--- src/rtl/brick_hit_ctrl.sv ---
// brick_hit_ctrl
//   Collision controller for a 3-row brick wall. When a ball position is
//   strobed in, the controller locates which brick (if any) the position
//   falls on. If that brick is still alive it destroys it, pulses hit and
//   bumps a saturating score.
//
//   Ports
//     clk        system clock, all state changes on its rising edge
//     rst        asynchronous active-high reset
//     pos_valid  one-cycle strobe, bv_pos/bh_pos valid this cycle
//     bv_pos     ball vertical pixel position (11 bits)
//     bh_pos     ball horizontal pixel position (11 bits)
//     new_level  one-cycle pulse, restores every brick
//     arr        brick-alive map, bit row*COLS+col, 1 = present
//     hit        one-cycle pulse when a brick is destroyed
//     hit_idx    index of the last destroyed brick, held between hits
//     busy       high whenever the FSM is outside IDLE
//     score      destroyed-brick count since reset, saturates at 1023
//     all_clear  high when no brick is left (combinational from arr)
//
//   Handshake: pos_valid is only sampled while busy is low. A strobe that
//   arrives while busy is high is dropped, not queued. new_level overrides
//   everything, including a strobe in the same cycle.
module brick_hit_ctrl #(
   parameter int BRICK_W   = 80,
   parameter int BRICK_H   = 20,
   parameter int BRICK_TOP = 40,
   parameter int COLS      = 8
) (
   input  logic        clk,
   input  logic        rst,
   input  logic        pos_valid,
   input  logic [10:0] bv_pos,
   input  logic [10:0] bh_pos,
   input  logic        new_level,
   output logic [23:0] arr,
   output logic        hit,
   output logic [4:0]  hit_idx,
   output logic        busy,
   output logic [9:0]  score,
   output logic        all_clear
);

   localparam logic [1:0] S_IDLE   = 2'd0;
   localparam logic [1:0] S_LOCATE = 2'd1;
   localparam logic [1:0] S_CHECK  = 2'd2;
   localparam logic [1:0] S_CLEAR  = 2'd3;

   // Comparisons run at 12 bits, so the largest 11-bit input can never
   // wrap against a field limit.
   localparam logic [11:0] V_TOP  = 12'(BRICK_TOP);
   localparam logic [11:0] V_ROW1 = 12'(BRICK_TOP + BRICK_H);
   localparam logic [11:0] V_ROW2 = 12'(BRICK_TOP + 2 * BRICK_H);
   localparam logic [11:0] V_END  = 12'(BRICK_TOP + 3 * BRICK_H);
   localparam logic [11:0] H_END  = 12'(COLS * BRICK_W);

   logic [1:0]  state;
   logic [10:0] bv_r;
   logic [10:0] bh_r;
   logic        in_field_r;
   logic [4:0]  idx_r;

   logic [11:0] bv_x;
   logic [11:0] bh_x;
   logic        in_field_n;
   logic [1:0]  row_n;
   logic [4:0]  col_n;
   logic [4:0]  idx_n;

   // Brick lookup by compare chain. Using >= puts a boundary pixel on the
   // lower/right brick.
   always_comb begin
      bv_x       = {1'b0, bv_r};
      bh_x       = {1'b0, bh_r};
      in_field_n = (bv_x >= V_TOP) && (bv_x < V_END) && (bh_x < H_END);
      if (bv_x >= V_ROW2)
         row_n = 2'd2;
      else if (bv_x >= V_ROW1)
         row_n = 2'd1;
      else
         row_n = 2'd0;
      col_n = 5'd0;
      for (int c = 1; c < COLS; c++) begin
         if (bh_x >= 12'(c * BRICK_W))
            col_n = 5'(c);
      end
      idx_n = 5'(int'(row_n) * COLS) + col_n;
   end

   always_ff @(posedge clk or posedge rst) begin
      if (rst) begin
         state      <= S_IDLE;
         arr        <= 24'hFFFFFF;
         hit        <= 1'b0;
         hit_idx    <= 5'd0;
         score      <= 10'd0;
         bv_r       <= 11'd0;
         bh_r       <= 11'd0;
         in_field_r <= 1'b0;
         idx_r      <= 5'd0;
      end else begin
         hit <= 1'b0;
         if (new_level) begin
            // Reload aborts any lookup in flight; score is kept.
            arr   <= 24'hFFFFFF;
            state <= S_IDLE;
         end else begin
            case (state)
               S_IDLE: begin
                  if (pos_valid) begin
                     bv_r  <= bv_pos;
                     bh_r  <= bh_pos;
                     state <= S_LOCATE;
                  end
               end
               S_LOCATE: begin
                  in_field_r <= in_field_n;
                  idx_r      <= idx_n;
                  state      <= S_CHECK;
               end
               S_CHECK: begin
                  if (in_field_r && arr[idx_r])
                     state <= S_CLEAR;
                  else
                     state <= S_IDLE;
               end
               S_CLEAR: begin
                  arr[idx_r] <= 1'b0;
                  hit        <= 1'b1;
                  hit_idx    <= idx_r;
                  if (score != 10'd1023)
                     score <= score + 10'd1;
                  state <= S_IDLE;
               end
               default: state <= S_IDLE;
            endcase
         end
      end
   end

   assign busy      = (state != S_IDLE);
   assign all_clear = (arr == 24'd0);

endmodule

--- config.mk ---
export PLATFORM = sky130hd
export DESIGN_NAME = brick_hit_ctrl
export DESIGN_NICKNAME = d
export VERILOG_FILES = /design/src/rtl/brick_hit_ctrl.sv
export SDC_FILE = /design/constraint.sdc
export NUM_CORES = 1
export LEC_CHECK = 0
export ABC_AREA = 1
export CAP_MARGIN = 10
export CORE_MARGIN = 1
export CORE_UTILIZATION = 46
export DETAILED_ROUTE_END_ITERATION = 8
export PLACE_DENSITY = 0.87
export SYNTH_ARGS = -nofsm -noshare
export SYNTH_HDL_FRONTEND = slang
export SYNTH_SLANG_ARGS = --single-unit
--- constraint.sdc ---
create_clock -name clk -period 1.95 [get_ports clk]
set_clock_uncertainty 0.15 [all_clocks]
set_input_delay 0.39 -clock clk [delete_from_list [all_inputs] [get_ports clk]]
set_output_delay 0.39 -clock clk [all_outputs]
set_load 0.03 [all_outputs]
==> results.yml <==
status:
  status: "finished, violations left"
  violations: "setup timing"
worst_setup_path:
  cp-start-kind: "register"
  crit_type: "register to output pin"
  crit_buf_inv: 1
  critPathSlowestCell: "dfstp_2"
  end_kind: "output pin"
  critPathMaxStageDelay_ps: 410
  crit_chain: "nor4_4 -> nand4_1 -> nor3_2 -> buf_4"
  worst-path-max-fanout: 4
  arrival_ps: 1510
  crit_required_ps: 1410
  critical_path.top_delay_family: "simple AND/OR/NAND/NOR gates"
global_route:
  gr-usage-all-layers_pct: 22.5
  antenna_found_initial: 0
  use_met1_pct: 27.3
  grt_max_degree: 65
  grt_pass1_vias: 2790
  grt_pass1_wl_um: 12600
  gr-max-usage-layer: "met2"
  grt_overflow: 0
  met3_usage_pct: 3.89
  use_met2_pct: 37.8
power:
  seq_power_share_pct: 39.7
  switching_share_pct: 41.1
  power_leakage_nw: 1.92
  peakVddDrop_mv: 0.761
  comb_power_share_pct: 40.1
  internal_power_mw: 2.86
  p_sw_mw: 2.00
  powerDensity_nw_per_um2: 1170
  power_mw: 4.86
  pwr-share-clk_pct: 20.2
place:
  pre_cts_slack_ps: 5.35
  gp_congestion: 0.909
  dpl.hpwl_um: 5470
  portBuffers: 61
run:
  cap_violations: 0
final_layout:
  regArea_um2: 1630
  layout_commonest_cell: "nand2_1"
  drive_gt1_share_pct: 19.2
  fill_cells: 548
  antenna_cells: 0
  fin_nets: 490
  multiInputGateArea_um2: 1360
  final_cell_mix: "nand2_1 (101), inv_1 (41), dfrtp_1 (40)"
  area_growth_pct: 30.5
sta:
  setup_slack_ps: -98.0
  tightest_slew_ps: 664
  maxSlewViolCount: 0
  setup_viol: 1
  post-route-min-period_ps: 2050
  fmax_mhz: 488
  hold_viol_final: 0
  tns_ps: -98.0
  slew_headroom_pct: 55.4
  finalCritPeriodShare_pct: 105
  rsz0062_at_grt: "true"
clock_tree:
  cts_tree: "yes"
  htree_num_levels: 3
  clock_latency_ps: 340
  clkTransAtPathRegs_ps: 70
  root_buffer: "clkbuf_8"
  clock-sinks: 64
  cts_made_buffers: 9
  cts_buffer_depth: 2
  postCtsSetupBuffers: 0
routing:
  drc: 0
  routed_wl_um: 7480
  wl_per_cell_um: 13.7
  drt_iter0_drc: 223
  firstDrtPassIters: 4
  vias: 2942
  ant_nets: 0
  viasPerCell: 5.40
synthesis:
  synthCells: 382
  synth_area_leaders: "dfrtp_1 (31%), dfstp_2 (20%), nand2_1 (12%)"
  synthSimpleGateAreaFrac_pct: 25.2
  synthAdderAreaFrac_pct: 0.393
  synth_top_family_by_area: "simple AND/OR/NAND/NOR gates"
  synth-compound-area-share_pct: 10.8
  synthXorXnorAreaFrac_pct: 1.37
  synth_nets: 409
  yosysSeqAreaShare_pct: 51.2
  synth_top_area_share_pct: 31.4
  yosys.area.top_type: "dfrtp_1"
  muxShareOfSynthArea_pct: 3.89
  synth.distinct_cells: 37
  ys_seq_elements: 64
  yosysWarnings: 0
  netlist_area_um2: 3190
  avgSynthCellArea_um2: 8.34
floorplan:
  die-area_um2: 7270
  initial_core_util_pct: 48.8
  rows: 29
  core_area_um2: 6530
  pin_count: 68
  die_w_um: 85.2
  die_h_um: 85.2
hold_path:
  hold_class: "register to register"
-- metal layers --
metal	vias up	part of all wire, %	wire [um]
met5	-	0	0
met3	19	5.3	394
met2	121	50	3710
met1	1395	42	3140
li1	1407	-	-
met4	0	3.0	228
-- state kept, by name, summed over array words and instances, names as in the netlist --
name,cells
arr,24
score,10
bv_r,9
bh_r,7
hit_idx,5
idx_r,5
state,2
hit,1
in_field_r,1
-- cell type report --
class | instances | area share, %
Timing Repair Buffer | 80 | 17.6
Clock buffer | 12 | 3.49
Sequential cell | 64 | 39.2
Tap cell | 77 | 2.32
Multi-Input combinational cell | 262 | 32.6
Clock inverter | 4 | 0.481
Inverter | 46 | 4.30
-- Yosys cell counts, drive strengths merged --
library cell and count:
nand2 103, inv 46, dfrtp 40, nor2 39, o21ai 26, dfstp 24, a21oi 21, nand3 17
nor3 14, mux2 11, nand4 7, buf 6, a22oi 5, nor4 5, clkbuf 4, xor2 4
o22ai 2, a21boi 1, a221oi 1, a31oi 1, a32oi 1, ha 1, o21bai 1, o31ai 1
xnor2 1
-- timing repair --
item / CTS / global route
endpoints found under the hold margin: 0 / 0
resized for setup: 39 / 4
hold buffers: 0 / 0
pin swaps: 1 / 1
endpoints found under the setup margin: 35 / 5
-- final timing paths --
| kind | start | to | slack (ps) | depth (start not counted) |
|---|---|---|---|---|
| max reg2reg | idx_r[4] | state[1] | 110 | 8 |
| min in group asynchronous | rst | score[2] | 330 | 3 |
| min reg2reg | hit_idx[1] | hit_idx[1] | 320 | 2 |
| max | arr[0] | all_clear | -100 | 4 |
| max in group asynchronous | rst | arr[23] | 1000 | 3 |
| min | hit_idx[1] | hit_idx[1] | 320 | 2 |
-- worst register-to-register path: cells and delay by family (launching register included) --
family          cells  cell delay [ps]
simple gates        6              930
flops               1              400
compound gates      1              150
buf+inv             1              110
-- metrics by stage --
stage,instances,utilization [%],area [um2],hold WS [ps]
after floorplan,382,-,3200,323
after global placement,529,61.3,4000,311
after detailed placement,529,61.3,4000,312
after CTS,545,63.5,4150,327
after global routing,545,63.7,4160,347
final,545,63.7,4160,324
-- logic make-up (layout without fill, tap and decap cells) --
| kind of cell | Yosys count | in the layout |
|---|---|---|
| AO/OA/AOI/OAI | 60 | 60 |
| XOR/XNOR | 5 | 5 |
| adder cells (fa/ha/maj) | 1 | 1 |
| buffers and inverters | 56 | 142 |
| flip-flops | 64 | 64 |
| multiplexers | 11 | 11 |
| AND/OR/NAND/NOR | 185 | 185 |
-- power groups by stage --
stage	combinational [mW]	sequential, mW	clock [mW]
after detailed placement	2.00	1.94	0
after global routing	2.15	1.97	1.07
after global placement	1.93	1.93	0
after floorplan	1.07	2.16	0
after CTS	1.95	1.92	1.00
final	1.95	1.93	0.979
No activity file was read; power rests on OpenSTA's default activity.
